[src/rtl/flt2int_pkg.sv]
// Shared types and constants for the sequential half-float to int16 converter.
package flt2int_pkg;

   typedef enum logic [3:0] {
      S_IDLE,
      S_RD_LO,
      S_RD_HI,
      S_DECODE,
      S_SHIFT,
      S_FIX,
      S_WR_LO,
      S_WR_HI,
      S_DONE
   } state_t;

   localparam int unsigned EXP_BIAS = 15;
   localparam int unsigned MAN_W    = 10;
   localparam int unsigned EXP_W    = 5;
   localparam logic [15:0] INT_MAX  = 16'h7FFF;
   localparam logic [15:0] INT_MIN  = 16'h8000;

endpackage

[src/rtl/flt_field_decode.sv]
// Combinational field decode: sign, zero/saturate classification, shift direction and count.
module flt_field_decode
   import flt2int_pkg::*;
(
   input  logic [15:0]      f,
   output logic             sign,
   output logic             is_zero,
   output logic             is_sat,
   output logic             shl,
   output logic [15:0]      sat_val,
   output logic [MAN_W:0]   mag0,
   output logic [3:0]       n
);

   localparam logic [EXP_W-1:0] E_MIN  = EXP_W'(EXP_BIAS);
   localparam logic [EXP_W-1:0] E_UNIT = EXP_W'(EXP_BIAS + MAN_W);
   localparam logic [EXP_W-1:0] E_SAT  = EXP_W'(EXP_BIAS + 15);
   localparam logic [EXP_W-1:0] E_ALL1 = '1;

   logic [EXP_W-1:0] e;
   logic [MAN_W-1:0] m;

   assign e = f[MAN_W+EXP_W-1:MAN_W];
   assign m = f[MAN_W-1:0];

   always_comb begin
      sign    = f[15];
      is_zero = (e < E_MIN);
      is_sat  = (e >= E_SAT);
      shl     = (e > E_UNIT);
      // Infinity/NaN saturate positive regardless of sign; every other overflow follows the sign.
      sat_val = ((e == E_ALL1) || !f[15]) ? INT_MAX : INT_MIN;
      mag0    = {(e != '0) && (e != E_ALL1), m};
      n       = '0;
      if (!is_zero && !is_sat) begin
         n = shl ? 4'(e - E_UNIT) : 4'(E_UNIT - e);
      end
   end

endmodule

[src/rtl/flt2int_seq.sv]
// Sequential float-to-int16 converter: reads two source bytes, shifts one bit per cycle, writes two result bytes.
module flt2int_seq
   import flt2int_pkg::*;
#(
   parameter int unsigned SRC_ADDR = 2,
   parameter int unsigned DST_ADDR = 4,
   parameter int unsigned ADDR_W   = 8
) (
   input  logic              clk,
   input  logic              rst,
   input  logic              start,
   output logic              done,
   output logic              busy,
   output logic [ADDR_W-1:0] mem_addr,
   input  logic [7:0]        mem_rd_data,
   output logic              mem_wr_en,
   output logic [7:0]        mem_wr_data
);

   state_t             state_q, state_d;
   logic               start_q, start_d;
   logic [15:0]        f_q, f_d;
   logic [15:0]        mag_q, mag_d;
   logic [3:0]         cnt_q, cnt_d;
   logic               sign_q, sign_d;
   logic               shl_q, shl_d;
   logic               spec_q, spec_d;
   logic               done_q, done_d;
   logic               busy_q, busy_d;
   logic [ADDR_W-1:0]  mem_addr_q, mem_addr_d;
   logic               mem_wr_en_q, mem_wr_en_d;
   logic [7:0]         mem_wr_data_q, mem_wr_data_d;

   logic               dec_sign, dec_zero, dec_sat, dec_shl;
   logic [15:0]        dec_sat_val;
   logic [MAN_W:0]     dec_mag0;
   logic [3:0]         dec_n;

   flt_field_decode u_dec (
      .f       (f_q),
      .sign    (dec_sign),
      .is_zero (dec_zero),
      .is_sat  (dec_sat),
      .shl     (dec_shl),
      .sat_val (dec_sat_val),
      .mag0    (dec_mag0),
      .n       (dec_n)
   );

   always_comb begin
      state_d = state_q;
      start_d = start;
      f_d     = f_q;
      mag_d   = mag_q;
      cnt_d   = cnt_q;
      sign_d  = sign_q;
      shl_d   = shl_q;
      spec_d  = spec_q;
      case (state_q)
         S_IDLE:   if (start_q) state_d = S_RD_LO;
         S_RD_LO: begin
            f_d[7:0] = mem_rd_data;
            state_d  = S_RD_HI;
         end
         S_RD_HI: begin
            f_d[15:8] = mem_rd_data;
            state_d   = S_DECODE;
         end
         S_DECODE: begin
            sign_d = dec_sign;
            shl_d  = dec_shl;
            cnt_d  = dec_n;
            spec_d = dec_zero || dec_sat;
            if (dec_zero)     mag_d = '0;
            else if (dec_sat) mag_d = dec_sat_val;
            else              mag_d = 16'(dec_mag0);
            state_d = (dec_n != '0) ? S_SHIFT : S_FIX;
         end
         S_SHIFT: begin
            mag_d = shl_q ? (mag_q << 1) : (mag_q >> 1);
            cnt_d = cnt_q - 4'd1;
            if (cnt_q == 4'd1) state_d = S_FIX;
         end
         S_FIX: begin
            if (!spec_q && sign_q) mag_d = -mag_q;
            state_d = S_WR_LO;
         end
         S_WR_LO:  state_d = S_WR_HI;
         S_WR_HI:  state_d = S_DONE;
         S_DONE:   if (!start_q) state_d = S_IDLE;
         default:  state_d = S_IDLE;
      endcase

      // Port outputs are registered from the next state so they line up with the state they belong to.
      busy_d        = (state_d != S_IDLE) && (state_d != S_DONE);
      done_d        = (state_d == S_DONE);
      mem_addr_d    = '0;
      mem_wr_en_d   = 1'b0;
      mem_wr_data_d = '0;
      case (state_d)
         S_RD_LO: mem_addr_d = ADDR_W'(SRC_ADDR);
         S_RD_HI: mem_addr_d = ADDR_W'(SRC_ADDR + 1);
         S_WR_LO: begin
            mem_addr_d    = ADDR_W'(DST_ADDR);
            mem_wr_en_d   = 1'b1;
            mem_wr_data_d = mag_d[7:0];
         end
         S_WR_HI: begin
            mem_addr_d    = ADDR_W'(DST_ADDR + 1);
            mem_wr_en_d   = 1'b1;
            mem_wr_data_d = mag_d[15:8];
         end
         default: ;
      endcase
   end

   always_ff @(posedge clk) begin
      if (!rst) begin
         state_q       <= S_IDLE;
         start_q       <= 1'b0;
         f_q           <= '0;
         mag_q         <= '0;
         cnt_q         <= '0;
         sign_q        <= 1'b0;
         shl_q         <= 1'b0;
         spec_q        <= 1'b0;
         done_q        <= 1'b0;
         busy_q        <= 1'b0;
         mem_addr_q    <= '0;
         mem_wr_en_q   <= 1'b0;
         mem_wr_data_q <= '0;
      end else begin
         state_q       <= state_d;
         start_q       <= start_d;
         f_q           <= f_d;
         mag_q         <= mag_d;
         cnt_q         <= cnt_d;
         sign_q        <= sign_d;
         shl_q         <= shl_d;
         spec_q        <= spec_d;
         done_q        <= done_d;
         busy_q        <= busy_d;
         mem_addr_q    <= mem_addr_d;
         mem_wr_en_q   <= mem_wr_en_d;
         mem_wr_data_q <= mem_wr_data_d;
      end
   end

   assign done        = done_q;
   assign busy        = busy_q;
   assign mem_addr    = mem_addr_q;
   assign mem_wr_en   = mem_wr_en_q;
   assign mem_wr_data = mem_wr_data_q;

endmodule

[config.mk]
export PLATFORM = sky130hd
export DESIGN_NAME = flt2int_seq
export DESIGN_NICKNAME = d
export VERILOG_FILES = /design/src/rtl/flt2int_pkg.sv /design/src/rtl/flt_field_decode.sv /design/src/rtl/flt2int_seq.sv
export SDC_FILE = /design/constraint.sdc
export NUM_CORES = 1
export LEC_CHECK = 0
export ABC_AREA = 1
export BUFFER_PORTS_ARGS = -buffer_cell sky130_fd_sc_hd__buf_2
export CAP_MARGIN = 20
export CORE_MARGIN = 1.5
export CORE_UTILIZATION = 48
export CTS_CLUSTER_DIAMETER = 100
export CTS_CLUSTER_SIZE = 40
export DETAILED_ROUTE_END_ITERATION = 6
export MAX_ROUTING_LAYER = met4
export PLACE_DENSITY_LB_ADDON = 0.05
export SLEW_MARGIN = 20
export SYNTH_ARGS = -nofsm -noshare
export SYNTH_HDL_FRONTEND = slang
export SYNTH_SLANG_ARGS = --single-unit
[constraint.sdc]
create_clock -name clk -period 1.6 [get_ports clk]
set_input_delay 0.08 -clock clk [delete_from_list [all_inputs] [get_ports clk]]
set_output_delay 0.08 -clock clk [all_outputs]
set_load 0.02 [all_outputs]
# Yosys cells after proc, flatten, opt, wreduce, memory -nomap -nowiden
# Cells that the tools add are included.
[word_totals] register_bits=63 input_bits=11 output_inout_bits=19
[op_classes] n_addsub=4 magnitude_cmp=3 n_eq_ne=17 muxes=17 reduce_logical=16
[op_table] cell="$mux 16" n=5
[op_table] cell="$pmux 16 s3" n=1
[op_table] cell="$pmux 4 s9" n=1
[op_table] cell="$eq 4x3->1 const B" n=6
[op_table] cell="$mux 4" n=5
[op_table] cell="$neg 16->16" n=1
[op_table] cell="$pmux 8 s2" n=1
[op_table] cell="$eq 4x1->1 const B" n=3
[op_table] cell="$eq 4x2->1 const B" n=3
[op_table] cell="$pmux 3 s4" n=1
[op_table] cell="$eq 4x4->1 const B" n=2
[op_table] cell="$pmux 4 s2" n=1
[op_table] cell="$reduce_bool 4->1" n=2
[op_table] cell="$eq 5x5->1 const B" n=1
[op_table] cell="$ge 5x5->1 const B" n=1
[op_table] cell="$gt 5x5->1 const B" n=1
[op_table] cell="$lt 5x4->1 const B" n=1
[op_table] cell="$ne 5x5->1 const B" n=1
[op_table] cell="$reduce_bool 5->1" n=1
[op_table] cell="$logic_and 1x1->1" n=4
[op_table] cell="$logic_not 1->1" n=4
[op_table] cell="$logic_not 4->1" n=1
[op_table] cell="$ne 4x4->1 const B" n=1
[op_table] cell="$sub 4x1->4 const B" n=1
[op_table] cell="6 further kinds" n=8

# Depth between registers and ports, before layout
[depth] depth_word=10 ltp_mapped=13 ltp_nobuf=13

# Hierarchy
# A second synthesis with hierarchy kept.
[hier_totals] hier_cells=570 hier_area_um2=3609.7
[modules_own_cells] module="flt2int_seq" instances=1 cells_per_inst=499 area_per_inst_um2=3154.3 seq_area_each_um2=1141.1
[modules_own_cells] module="flt_field_decode" instances=1 cells_per_inst=71 area_per_inst_um2=455.4 seq_area_each_um2=0.0

# Worst setup path before layout
# No wires, ideal clock.
[synth_path] path_kind="reg2reg" startpoint="register f_q[10]" endpoint="register mem_wr_data_q[2], in the netlist mem_wr_data[2]" setup_time_ns=0.059 arrival_ns=1.549 setup_slack_ns=-0.008 path_stages_with_launch=14 n_path_buf=0 synth_period_minus_slack_ns=1.608 cell_sequence="dfxtp_1 -> inv_1 -> ha_1 -> nand2_1 -> nand2_1 -> nand2_1 -> nand2_1 -> nor2_4 -> inv_1 -> nor2_1 -> nor2_1 -> nand2_1 -> nand3_1 -> nand2_1"
[synth_between] elab_chain_cells=9 word_cells_on_any_way=25 classes_between="add/sub (2); order compare (3); eq/ne (4); mux (9); reduce/logical (7)"
[synth_rtl] element="start, declared" line="flt2int_seq.sv:22" rtl="logic [15:0] f_q, f_d;"
[synth_rtl] element="start signal, assigned" line="flt2int_seq.sv:121" rtl="f_q <= '0;"
[synth_rtl] element="start signal, assigned" line="flt2int_seq.sv:135" rtl="f_q <= f_d;"
[synth_rtl] element="$lt 5x4->1 or $ge 5x5->1 (tied branches)" line="flt_field_decode.sv:28, flt_field_decode.sv:29"
[synth_rtl] element="$logic_not 1->1" line="flt_field_decode.sv:35" rtl="if (!is_zero && !is_sat) begin"
[synth_rtl] element="$logic_and 1x1->1" line="flt_field_decode.sv:35"
[synth_rtl] element="$mux 4" line="flt_field_decode.sv:35"
[synth_rtl] element="$reduce_bool 4->1" line="flt2int_seq.sv:77" rtl="state_d = (dec_n != '0) ? S_SHIFT : S_FIX;"
[synth_rtl] element="$mux 1" line="flt2int_seq.sv:77"
[synth_rtl] element="$pmux 4 s9" line="flt2int_seq.sv:59" rtl="case (state_q)"
[synth_rtl] element="$eq 4x3->1" line="flt2int_seq.sv:100" rtl="case (state_d)"
[synth_rtl] element="$pmux 8 s2 *" line="flt2int_seq.sv:100"
[synth_rtl] element="end signal, assigned" line="flt2int_seq.sv:145" rtl="mem_wr_data_q <= mem_wr_data_d;"
[synth_rtl] element="end, declared" line="flt2int_seq.sv:32" rtl="logic [7:0] mem_wr_data_q, mem_wr_data_d;"
# Mark *: on every way between the ends. The rest lies on a longest branch, timed or not.
# A chain may end at the register's enable or synchronous reset.

# Worst setup path in the final report
[layout_path] startpoint="register f_q[11]" endpoint="register mem_wr_data_q[1], in the netlist mem_wr_data[1]"
# Same word-level chain as after synthesis.

==> metrics.md <==
| Metric | Value |
|---|---|
| ANT cells | 0 |
| Worst Setup End Kind | flip-flop |
| Max-slew violations | 0 |
| Critical Path AT | roughly 1.9 ns |
| Top FF cell, synth | dfxtp_1 |
| CTS max path bufs | 2 |
| HP Class | in2reg |
| Slew @ Worst Pin | 0.503 ns |
| Largest family of logic cells by synthesized area | simple AND/OR/NAND/NOR gates |
| Final net count | 619 |
| Vias per std cell | 5.23 |
| Area share of fa/ha/maj cells after synthesis | between 3 and 4% |
| Grt ovf | 0 |
| Worst path most repeated cell | nand2_2 |
| Post-synth top area share | between 30 and 40% |
| Final min period | approximately 1.6 ns |
| MaxCap Viol Count | 0 |
| Final HPWL DP | between 7 and 8 mm |
| Required time worst endpoint | around 1.9 ns |
| Post-Place Cells | 663 |
| Die width | 87.2 um |
| Starting Density | ~50% |
| First-pass GRT wire length | 16.0 mm |
| Row cnt | 30 |
| Ys Warns | 0 |
| Port Buffers | 24 |
| Final hold vios | 0 |
| WL/cell | 14.8 um |
| Number of antenna violations at the first check in global routing | 0 |
| Failing checks | negative setup slack |
| Clk slew on worst S/H paths | roughly 0.07 ns |
| Tcrit/Tclk final | 102% |
| IO Pins | 30 |
| Die span in y | 87.2 um |
| Synth Area in Compound Gates | approximately 18% |
| Final ANT Viol Nets | 0 |
| Cell Chain, Critical Path | ha_2 -> nand3_1 -> nand2_1 -> nand2_4 -> nor2_4 -> buf_6 -> nand2_2 -> nand3_2 -> nand2_2 -> o21ai_1 |
| Setup ws final | -0.0314 ns |
| Most instantiated library cell after synthesis | nand2_1 |
| Share of post-route cells with drive strength above 1 | about a third |
| Via count | roughly 3700 |
| Post-layout utilization of the core | 68.0% |
| GRT Util Overall | between 20 and 30% |
| Post-Synth Simple-Gate Area | between 30% and 40% |
| Largest net degree at the start of global routing | 26 |
| Vias in the first global route | 3316 |
| Register area | 1160 um^2 |
| Syn Inst Count | 513 |
| Crit Path Max Fanout | 5 |
| Layout area overhead | 36.6% |
| Sequential share of the synthesized area | 33.5% |
| Setup_tns | -0.0314 ns |
| Total chip power | 4.20 mW |
| Layout Skew | 0.00893 ns |
| Drt pass-1 iters | 5 |
| Filler Cells Inserted | 598 |
| Fraction of registers with async set/reset | 0% |
| Unrepaired setup endpoints after global routing | true |
| Clk sinks | 57 |
| Placeable Area | 6830 um^2 |
| Mapped cell area | 3400 um^2 |
| CTS tree | built |
| Rel. slew slack | between 60% and 70% |
| Clock Latency Late Sink | 0.34 ns |
| Post-synthesis mux area share | 0% |
| DIE AREA | between 7000 and 8000 um^2 |
| Critical path class | reg2reg |
| DRT Wirelength | 10.3 mm |
| Ranking of synthesized cells by area | dfxtp_1, nand2_1, nor2_1, nand3_1, o21ai_0 |
| Final instance area | 4650 um^2 |
| Startpoint Class | flip-flop |
| Crit path buf inv count | 1 |
| DRC | 0 |
| Placed cell area | 3880 um^2 |
| Fmax | between 600 and 700 MHz |
| Root Driver | clkbuf_8 |
| Multi-input gate area | 2210 um^2 |
| CP max stage delay | 0.39 ns |
| Synth area leader | dfxtp_1 |
| Most frequent cells after synthesis | nand2_1, nor2_1, dfxtp_1, inv_1, nand3_1 |
| Power Density | 904 nW/um^2 |
| Slowest cell on the critical path | dfxtp_4 |
| #FFs+latches synth | 57 |
| H-tree Lvls | 3 |
| Max IR drop VDD | 0.000655 V |
| Leakage | 2.15 nW |
| Final setup viols | 1 |
| CTS Buf Count | 9 |
| Synth Area in XOR/XNOR | 0.772% |
| Routability cong. | about 0.94 |
| DR iter-0 viols | 334 |
| Synth cell types | 37 |
| Crit path max-delay family | simple AND/OR/NAND/NOR gates |
| EDFF count, synth | 0 |
| Status | complete, but fails checks |
| Post-synthesis area per instance | 6.63 um^2 |
| Post-Layout Cell Count | 699 |
per-stage QoR:
stage / setup slack [ns] / hold WS [ns]
floorplan: 0.00429 / 0.178
detailed placement: -0.114 / 0.263
CTS: -0.0128 / 0.00679
global route: -0.112 / 0.0199
global placement: -0.0943 / 0.263
finish: -0.0314 / 0.000454
layout by cell type, fill, tap and decap left out, drive strengths merged:
cell           n
nand2        104
bufinv         3
ha            10
nand3         52
nor3           4
o31ai          1
a31oi          2
o2111ai        1
nor2          78
a41oi          1
nand3b         4
dlygate4sd3    3
a21boi         9
inv           59
o211ai         6
clkbuf        12
o21ai         46
and2           5
conb           5
nand4          5
dfxtp         57
o21a           1
clkinvlp       1
o22ai          3
buf           85
xnor2          3
clkinv         4
a21oi         38
nor4           1
sequential cells by signal, indices dropped and copies added (netlist names):
register and cells:
start_q 1, mem_addr 2, mag_q 16, sign_q 1
spec_q 1, cnt_q 4, mem_wr_en 1, busy 1
state_q 4, mem_wr_data 8, done 1, f_q 16
shl_q 1
tightest hold or removal path, delay by kind of cell:
| kind | cells | cell delay [ns] |
|---|---|---|
| buffers and inverters | 1 | 0.08 |
| AOI/OAI and AO/OA | 1 | 0.07 |
| and+or+nand+nor | 1 | 0.07 |
power breakdown:
part / switching (mW) / leakage (nW) / internal [mW]
sequential: 0.0801 / 0.468 / 1.51
combinational: 0.555 / 1.56 / 0.376
clock: 0.607 / 0.120 / 1.07
final timing paths:
kind	slack, ns	start	to	cells past startpoint
worst max-delay path	-0.03	f_q[11]$_SDFFE_PN0P_	mem_wr_data[1]$_SDFF_PN0_	10
worst min register to register	0.49	state_q[3]$_SDFF_PN0_	state_q[1]$_SDFF_PN0_	1
worst max register to register	-0.03	f_q[11]$_SDFFE_PN0P_	mem_wr_data[1]$_SDFF_PN0_	10
worst min-delay path	0.0005	mem_rd_data[0]	f_q[0]$_SDFFE_PN0P_	3
layout make-up:
cell class,instances,area share (%)
clock buffer,11,3.04
timing repair buffer,89,14.2
inverter,62,5.30
multi-input combinational,379,47.6
clock inverter,5,2.21
sequential,57,25.1
tap,96,2.58
metal layers:
| layer | wire length, um | vias up | part of all wire (%) | global-route usage, % |
|---|---|---|---|---|
| met4 | 268 | 0 | 2.6 | 8.80 |
| met5 | 0 | - | 0 | - |
| met3 | 709 | 30 | 6.9 | 3.79 |
| met2 | 4550 | 146 | 44 | 41.9 |
| met1 | 4790 | 1641 | 46 | 40.4 |
| li1 | - | 1839 | - | - |
kinds of logic (layout without fill, tap and decap cells):
group | count (synthesis) | count (layout)
compound gates | 108 | 108
xor+xnor | 3 | 3
fa+ha+maj | 10 | 10
buf+inv | 81 | 167
flops | 57 | 57
other cells | 1 | 5
simple gates | 253 | 253
repair_timing:
action | 4_1_cts | 5_1_grt
pin swaps | 2 | 38
gates resized for setup | 11 | 98
hold buffers | 3 | 0
hold endpoints to repair | 3 | 0
setup endpoints to repair | 16 | 34
cloned | 0 | 1
buffers inserted | 1 | 16
Power figures use the tool's default switching activity.
